<file path="src/rtl/qif_neuron_array.sv">
// qif_neuron_array: time-multiplexed array of quadratic integrate-and-fire
// neurons. One shared datapath (square, add, saturate) updates one neuron per
// cycle after a tick is accepted. Each neuron has a refractory counter. The
// membrane potentials can be read back combinationally.
// Optional build macro: QIF_LEAK_EN adds a leak term toward V_RESET. The leak
// is (V - V_RESET) >>> LEAK_SHIFT and is subtracted before saturation.
module qif_neuron_array #(
    parameter int NUM_NEURONS  = 4,
    parameter int WIDTH        = 8,
    parameter int V_RESET      = -20,
    parameter int V_TH         = 50,
    parameter int SQ_SHIFT     = 3,
    parameter int I_SHIFT      = 2,
    parameter int REFRAC_TICKS = 2,
    parameter int LEAK_SHIFT   = 4,
    localparam int IW = (NUM_NEURONS > 1) ? $clog2(NUM_NEURONS) : 1
) (
    input  logic                         clk,
    input  logic                         rst_n,       // asynchronous, active-high
    input  logic                         tick_valid,
    output logic                         tick_ready,
    input  logic [NUM_NEURONS*WIDTH-1:0] i_syn,
    output logic                         spike_valid,
    output logic [NUM_NEURONS-1:0]       spike,
    input  logic [IW-1:0]                v_rd_idx,
    output logic [WIDTH-1:0]             v_rd_data
);

    localparam int SW = 2 * WIDTH + 2;
    localparam int RW = (REFRAC_TICKS > 0) ? $clog2(REFRAC_TICKS + 1) : 1;

    localparam logic signed [WIDTH-1:0] V_RST      = WIDTH'(V_RESET);
    localparam logic signed [WIDTH-1:0] V_THR      = WIDTH'(V_TH);
    localparam logic [RW-1:0]           REFR_LOAD  = RW'(REFRAC_TICKS);
    localparam logic [IW-1:0]           LAST_IDX   = IW'(NUM_NEURONS - 1);
    localparam logic signed [SW-1:0]    SAT_MAX    = SW'((2 ** (WIDTH - 1)) - 1);
    localparam logic signed [SW-1:0]    SAT_MIN    = SW'(-(2 ** (WIDTH - 1)));

    typedef enum logic [1:0] {
        IDLE   = 2'd0,
        UPDATE = 2'd1,
        DONE   = 2'd2
    } state_t;

    state_t                          state_q, state_d;
    logic [IW-1:0]                   idx_q, idx_d;
    logic signed [WIDTH-1:0]         v_q      [NUM_NEURONS];
    logic [RW-1:0]                   refrac_q [NUM_NEURONS];
    logic [NUM_NEURONS-1:0]          spike_acc_q;
    logic [NUM_NEURONS-1:0]          spike_q;
    logic [NUM_NEURONS*WIDTH-1:0]    isyn_q;

    logic signed [WIDTH-1:0]         v_cur, i_cur, v_sh, i_sh, v_new;
    logic signed [2*WIDTH-1:0]       sq;
    logic signed [SW-1:0]            sum;
    logic [RW-1:0]                   refrac_cur, refrac_new;
    logic                            spk_new;
    logic [NUM_NEURONS-1:0]          spike_vec_d;
    logic                            accept;

    // Clamp the wide sum back into the signed membrane range.
    function automatic logic signed [WIDTH-1:0] sat(input logic signed [SW-1:0] x);
        if (x > SAT_MAX)
            return SAT_MAX[WIDTH-1:0];
        else if (x < SAT_MIN)
            return SAT_MIN[WIDTH-1:0];
        else
            return x[WIDTH-1:0];
    endfunction

    assign accept = (state_q == IDLE) && tick_valid;

    // Shared neuron datapath: priority refractory > threshold > integrate.
    always_comb begin
        v_cur      = v_q[idx_q];
        refrac_cur = refrac_q[idx_q];
        i_cur      = isyn_q[idx_q*WIDTH +: WIDTH];
        v_sh       = v_cur >>> SQ_SHIFT;
        i_sh       = i_cur >>> I_SHIFT;
        sq         = (2*WIDTH)'(v_sh) * (2*WIDTH)'(v_sh);
        sum        = SW'(v_cur) + SW'(sq) + SW'(i_sh);
`ifdef QIF_LEAK_EN
        sum        = sum - ((SW'(v_cur) - SW'(V_RST)) >>> LEAK_SHIFT);
`endif
        v_new      = v_cur;
        refrac_new = refrac_cur;
        spk_new    = 1'b0;
        if (refrac_cur != '0) begin
            v_new      = V_RST;
            refrac_new = refrac_cur - RW'(1);
        end else if (v_cur >= V_THR) begin
            spk_new    = 1'b1;
            v_new      = V_RST;
            refrac_new = REFR_LOAD;
        end else begin
            v_new      = sat(sum);
        end
        spike_vec_d          = spike_acc_q;
        spike_vec_d[idx_q]   = spk_new;
    end

    // Next-state logic and handshake outputs of the tick FSM.
    always_comb begin
        state_d     = state_q;
        idx_d       = idx_q;
        tick_ready  = 1'b0;
        spike_valid = 1'b0;
        case (state_q)
            IDLE: begin
                tick_ready = 1'b1;
                if (tick_valid) begin
                    state_d = UPDATE;
                    idx_d   = '0;
                end
            end
            UPDATE: begin
                if (idx_q == LAST_IDX)
                    state_d = DONE;
                else
                    idx_d = idx_q + IW'(1);
            end
            DONE: begin
                spike_valid = 1'b1;
                state_d     = IDLE;
            end
            default: state_d = IDLE;
        endcase
    end

    // Control and neuron state; reset aborts any step in progress.
    always_ff @(posedge clk or posedge rst_n) begin
        if (rst_n) begin
            state_q     <= IDLE;
            idx_q       <= '0;
            spike_acc_q <= '0;
            spike_q     <= '0;
            for (int k = 0; k < NUM_NEURONS; k++) begin
                v_q[k]      <= V_RST;
                refrac_q[k] <= '0;
            end
        end else begin
            state_q <= state_d;
            idx_q   <= idx_d;
            if (state_q == UPDATE) begin
                v_q[idx_q]      <= v_new;
                refrac_q[idx_q] <= refrac_new;
                spike_acc_q     <= spike_vec_d;
                if (idx_q == LAST_IDX)
                    spike_q <= spike_vec_d;
            end
        end
    end

    // Snapshot of the synaptic currents taken when a tick is accepted.
    always_ff @(posedge clk) begin
        if (accept)
            isyn_q <= i_syn;
    end

    // Membrane read-back; indices past the array read as zero.
    always_comb begin
        v_rd_data = '0;
        for (int k = 0; k < NUM_NEURONS; k++) begin
            if (v_rd_idx == IW'(k))
                v_rd_data = v_q[k];
        end
    end

    assign spike = spike_q;

endmodule

</file>
<file path="config.mk">
export PLATFORM = sky130hd
export DESIGN_NAME = qif_neuron_array
export DESIGN_NICKNAME = d
export VERILOG_FILES = /design/src/rtl/qif_neuron_array.sv
export SDC_FILE = /design/constraint.sdc
export NUM_CORES = 1
export LEC_CHECK = 0
export ABC_AREA = 1
export CORE_UTILIZATION = 59
export CTS_CLUSTER_SIZE = 8
export DETAILED_ROUTE_END_ITERATION = 10
export PLACE_DENSITY = 0.93
export SKIP_CTS_REPAIR_TIMING = 1
export SLEW_MARGIN = 40
export SYNTH_ARGS = -nofsm -noshare
export SYNTH_HDL_FRONTEND = slang
export SYNTH_SLANG_ARGS = --single-unit
</file>
<file path="constraint.sdc">
create_clock -name clk -period 7.25 [get_ports clk]
set_clock_uncertainty 0.1 [all_clocks]
set_input_delay 0.725 -clock clk [delete_from_list [all_inputs] [get_ports clk]]
set_output_delay 0.725 -clock clk [all_outputs]
set_load 0.05 [all_outputs]
</file>
**Word level (Yosys, flattened, before mapping)**

Cells that the tools add are included.

- Add/subtract/negate cells: 4
- Multiply operators: 1
- Magnitude comparators: 7
- Equal/unequal tests: 9
- Shift operators: 1
- Muxes and demuxes: 35
- Bitwise operators: 1
- Reductions and logical operators: 10

Operators with widths:

| cell | count |
|---|---|
| 8-bit 2-to-1 mux | 11 |
| 32-bit bitwise mux | 1 |
| 32-bit by 6-bit indexed part select with 8-bit output | 1 |
| 2-bit 2-to-1 mux | 9 |
| 8-bit binary-select mux with 2-bit select | 1 |
| 8-bit demux with 2-bit select | 1 |
| 11-bit by 6-bit adder with 12-bit output | 1 |
| 12-bit by 8-bit > comparator with 1-bit output, second input constant | 1 |
| 12-bit by 8-bit < comparator with 1-bit output, second input constant | 1 |
| 8-bit by 10-bit adder with 11-bit output | 1 |
| 5-bit by 5-bit multiplier with 10-bit output | 1 |
| 8-bit bitwise mux | 1 |
| 2-bit equality test, second input constant | 4 |
| 8-bit by 7-bit greater-or-equal comparator with 1-bit output, second input constant | 1 |
| 2-bit one-hot mux with 2 select lines | 2 |
| 2-bit inequality test, second input constant | 3 |
| 1-bit 2-to-1 mux | 5 |
| 2-bit binary-select mux with 2-bit select | 1 |
| 4-bit bitwise mux | 1 |
| 2-bit demux with 2-bit select | 1 |
| 2-bit by 1-bit equality test with 1-bit output, second input constant | 2 |
| 2-bit logical NOT | 2 |
| 2-bit AND reduction | 2 |
| 2-bit nonzero test | 2 |
| 10 further kinds | 12 |

- Register bits: 84
- Input port bits: 37
- Logic and storage cells: 81

**Logic depth before layout (Yosys ltp)**

- Depth after elaboration: 13
- Depth in mapped cells: 32

**Least setup slack after synthesis**

Ideal clock, no wire load.

- Kind: register to register
- Start: reg idx_q[0]
- End: reg v_q[16] in the netlist's numbering
- Setup time: 66 ps
- Data arrival time: 5,136 ps
- Data required time: 7,084 ps
- Slack: 1,948 ps
- Stages on the path, launching flop included: 30
- Path buffers: 3
- Period minus slack after synthesis: 5,302 ps
- Cell sequence: dfrtp_1 buf_6 buf_6 buf_6 nor2_1 inv_1 a32oi_2 inv_1 nor2_2 xnor2_1 inv_1 ha_1 fa_1 fa_1 inv_1 fa_1 inv_1 ha_1 or2_2 nand3_1 nand2_1 nand2_1 nand2_1 nor2_1 nand2_1 nand2_1 inv_1 nor2_4 nand3_1 nand2_1

- Longest elaborated chain between the ends: 13
- Elaborated cells on any way between the ends: 25
- Those cells by class: add/sub: 2; mul: 1; order compare: 5; shift: 1; mux: 13; bitwise: 1; reduce/logical: 2

Ends and longest elaborated chain:

| element | RTL line | RTL |
|---|---|---|
| start, declared | 46 | `logic [IW-1:0] idx_q, idx_d;` |
| start signal, assigned | 143 | `idx_q <= idx_d;` |
| 2-bit inverter with 3-bit output (implied by the code) | 75, 76, 145 |  |
| 8-bit binary-select mux with 2-bit select | 75 | `v_cur = v_q[idx_q];` |
| 8-bit 2-to-1 mux (implied by the code) (2 in series) | 75 |  |
| 5-bit by 5-bit multiplier with 10-bit output | 80 | `sq = (2*WIDTH)'(v_sh) * (2*WIDTH)'(v_sh);` |
| 8-bit by 10-bit adder with 11-bit output | 81 | `sum = SW'(v_cur) + SW'(sq) + SW'(i_sh);` |
| 11-bit by 6-bit adder with 12-bit output | 81 |  |
| 12-bit by 8-bit < comparator with 1-bit output | 65 | `else if (x < SAT_MIN)` |
| 8-bit 2-to-1 mux | 65 |  |
| 8-bit 2-to-1 mux | 63 | `if (x > SAT_MAX)` |
| 8-bit 2-to-1 mux | 91 | `end else if (v_cur >= V_THR) begin` |
| 8-bit 2-to-1 mux | 88 | `if (refrac_cur != '0) begin` |
| 32-bit bitwise mux (*) | 145 | `v_q[idx_q] <= v_new;` |
| end signal, assigned by index | 145 |  |
| end, declared | 47 | `logic signed [WIDTH-1:0] v_q [NUM_NEURONS];` |

Mark *: on every way between the ends. The rest lies on a longest branch, timed or not. The select of a mux whose other input is x is not followed.
A chain may end at the register's enable or synchronous reset.

**Worst setup path in the final report**

Same ends and word-level chain as after synthesis.

==> impl_metrics.csv <==
group,metric,value,unit
layout,post-route-cell-area,0.006187,mm2
setup_path,path_class,"flop to flop",
yosys,yosysSeqAreaShare,0.3667,
timing,relSlewSlack,0.4302,
yosys,yosysTopAreaCell,"nand2_1",
drt,ant_nets,0,
grt,overflow,0,
yosys,yosys_warnings,0,
setup_path,cp_max_fo,22,
place,gp_congestion,0.9308,
setup_path,cp.required,7.41,ns
grt,grtUsageMet3,0.05532,
timing,tns,0,ns
grt,grt_util_met2,0.5054,
timing,period_needed,6.304,ns
grt,grt_pass1_vias,4958,
setup_path,crit_path_end_kind,"flop",
yosys,synthFlopType,"dfrtp_1",
place,dp_slack,1.070,ns
outcome,outcome,"complete, no violations",
timing,rsz0062_at_grt,"false",
floorplanning,start_util,0.6202,
grt,grt.busiest_layer,"met2",
clock_tree,clkSlewWorstSetupHoldPaths,0.09,ns
clock_tree,h-tree-depth,3,
layout,drive_gt1_frac,0.1027,
place,detailed_place_hpwl,9.769,mm
run,drv_cap,0,
yosys,yosys.area.top_type_share,0.1491,
grt,grt_usage,0.2997,
floorplanning,num_rows,34,
yosys,yosys-top-cells-count,"219 x nand2_1, 112 x inv_1, 50 x nor2_1",
timing,max_freq,158.6,MHz
clock_tree,cts_buffers,9,
timing,finalCritPeriodShare,0.8695,
clock_tree,numClockSinks,75,
layout,fin_nets,825,
yosys,yosysMostFrequentCell,"nand2_1",
yosys,syn_area,0.005514,mm2
setup_path,worstRegToRegCells,26,
layout,area_growth,12.21,%
floorplanning,coreArea,0.008891,mm2
yosys,synth_enable_flop_cells,24,
setup_path,worstPathArrival,6.46,ns
worst_hold_path,hold_class,"flop to flop",
clock_tree,clk_path_buf_depth,2,
timing,hold_viol,0,
layout,fillers,596,
drt,vias,4880,
clock_tree,cts_tree,"built",
drt,drt_iter0_markers,488,
worst_hold_path,holdPathStages,2,
setup_path,worstSetupStartpointType,"flop",
timing,setup_ws,0.9462,ns
yosys,ys_seq_elements,75,
grt,antenna_found_initial,0,
yosys,synth_area_leaders,"nand2_1 15%, dfrtp_1 14%, edfxtp_1 13%, fa_1 10%, dfstp_2 9.5%",
drt,via_per_inst,5.823,
timing,hold_slack,0.3826,ns
grt,grt_first_pass_wirelength,22.57,mm
place,io_buffers,42,
yosys,syn_nets,785,
floorplanning,io_pins,51,
grt,grt_max_degree,52,
timing,worst_pin_slew,0.8516,ns
floorplanning,dieArea,0.009737,mm2
grt,gr-usage-met1,0.3654,
drt,avgRoutedWirePerCell,16.28,um
yosys,synth.distinct_cells,43,
floorplanning,die_w,98.68,um
floorplanning,die_height,98.68,um
place,placed_area,0.005996,mm2
drt,drc_errors,0,
clock_tree,root_buffer,"clkbuf_8",
timing,drv_slew,0,
layout,diodes,0,
drt,drt_pass1_iterations,7,
drt,wirelength,13.64,mm
timing,setup_viol,0,
yosys,syn_inst,685,
yosys,syn_avg_cell_area,8.050,um2
yosys,async_reset_ff_frac,0.6800,
clock_tree,clk-insertion-delay-late,0.36,ns
-- state kept, by name, summed over array words and instances (netlist names) --
signal	cells
v_q	32
isyn_q	24
refrac_q	8
spike	4
spike_acc_q	3
idx_q	2
state_q	2
-- layer usage --
layer	part of all wire	routed length [um]
met5	0	0
met4	0.046	627
met3	0.092	1258
met2	0.48	6612
met1	0.38	5143
-- path summary, 6_finish.rpt --
| kind | startpoint | to | slack (ns) |
|---|---|---|---|
| worst max-delay path | idx_q[0] | v_q[16] | 0.95 |
| worst min-delay path | v_q[26] | v_q[26] | 0.38 |
| worst max register to register | idx_q[0] | v_q[16] | 0.95 |
| worst min register to register | v_q[26] | v_q[26] | 0.38 |
| max in group asynchronous | rst_n | idx_q[1] | 5.92 |
| min in group asynchronous | rst_n | v_q[4] | 0.71 |
-- critical path, cell delays in order, from the launching register on --
cell     delay (ns)
dfrtp_1        0.89
inv_4          0.22
nand2_1        0.13
nand3_1        0.12
o31ai_4        0.14
inv_1          0.23
ha_1           0.30
inv_1          0.15
fa_1           0.46
fa_1           0.49
inv_1          0.05
fa_1           0.53
inv_1          0.06
fa_1           0.53
inv_1          0.04
ha_1           0.35
nand2_1        0.11
nor2_1         0.13
nand3_1        0.11
nand2_1        0.08
nand2_1        0.05
nand2_1        0.08
nand4_1        0.14
nand2_1        0.28
nand2_1        0.22
nand3_1        0.14
nand2_1        0.06
-- logic make-up (layout without fill, tap and decap cells) --
group           count (synthesis)  after routing  synth area share
compound gates                 69             69           0.07715
xor+xnor                        6              6          0.009530
flops                          75             75            0.3667
fa+ha+maj                      63             63            0.1811
simple gates                  339            339            0.2659
buf+inv                       133            178           0.09961
-- metrics by stage --
stage               std cells  utilization
CTS                       838       0.6953
floorplan                 685            -
global route              838       0.6959
finish                    838       0.6959
global placement          822       0.6739
detailed placement        822       0.6744
-- cell type report --
type                       count  area [um2]  share of cell area
inverter                     116       444.2             0.07179
timing repair buffer          46       450.4             0.07280
tap                          108       135.1             0.02184
clock inverter                 5       33.78            0.005460
clock buffer                  11       152.6             0.02467
multi-input combinational    477        2949              0.4766
sequential                    75        2022              0.3268
-- cell usage in the layout (no fill, tap or decap), types with 9 or more instances in the layout --
cell	synthesis	final
a21oi_1	14	14
clkbuf_8	0	9
clkdlybuf4s50_1	0	42
dfrtp_1	31	31
dfstp_2	20	20
edfxtp_1	24	24
fa_1	28	28
ha_1	35	35
inv_1	112	111
nand2_1	219	219
nand3_1	38	38
nor2_1	50	48
o21ai_0	31	31
Power is left out: the tool's default activity adds up to more than one toggle a clock period on the data nets, which glitch-free logic cannot reach.
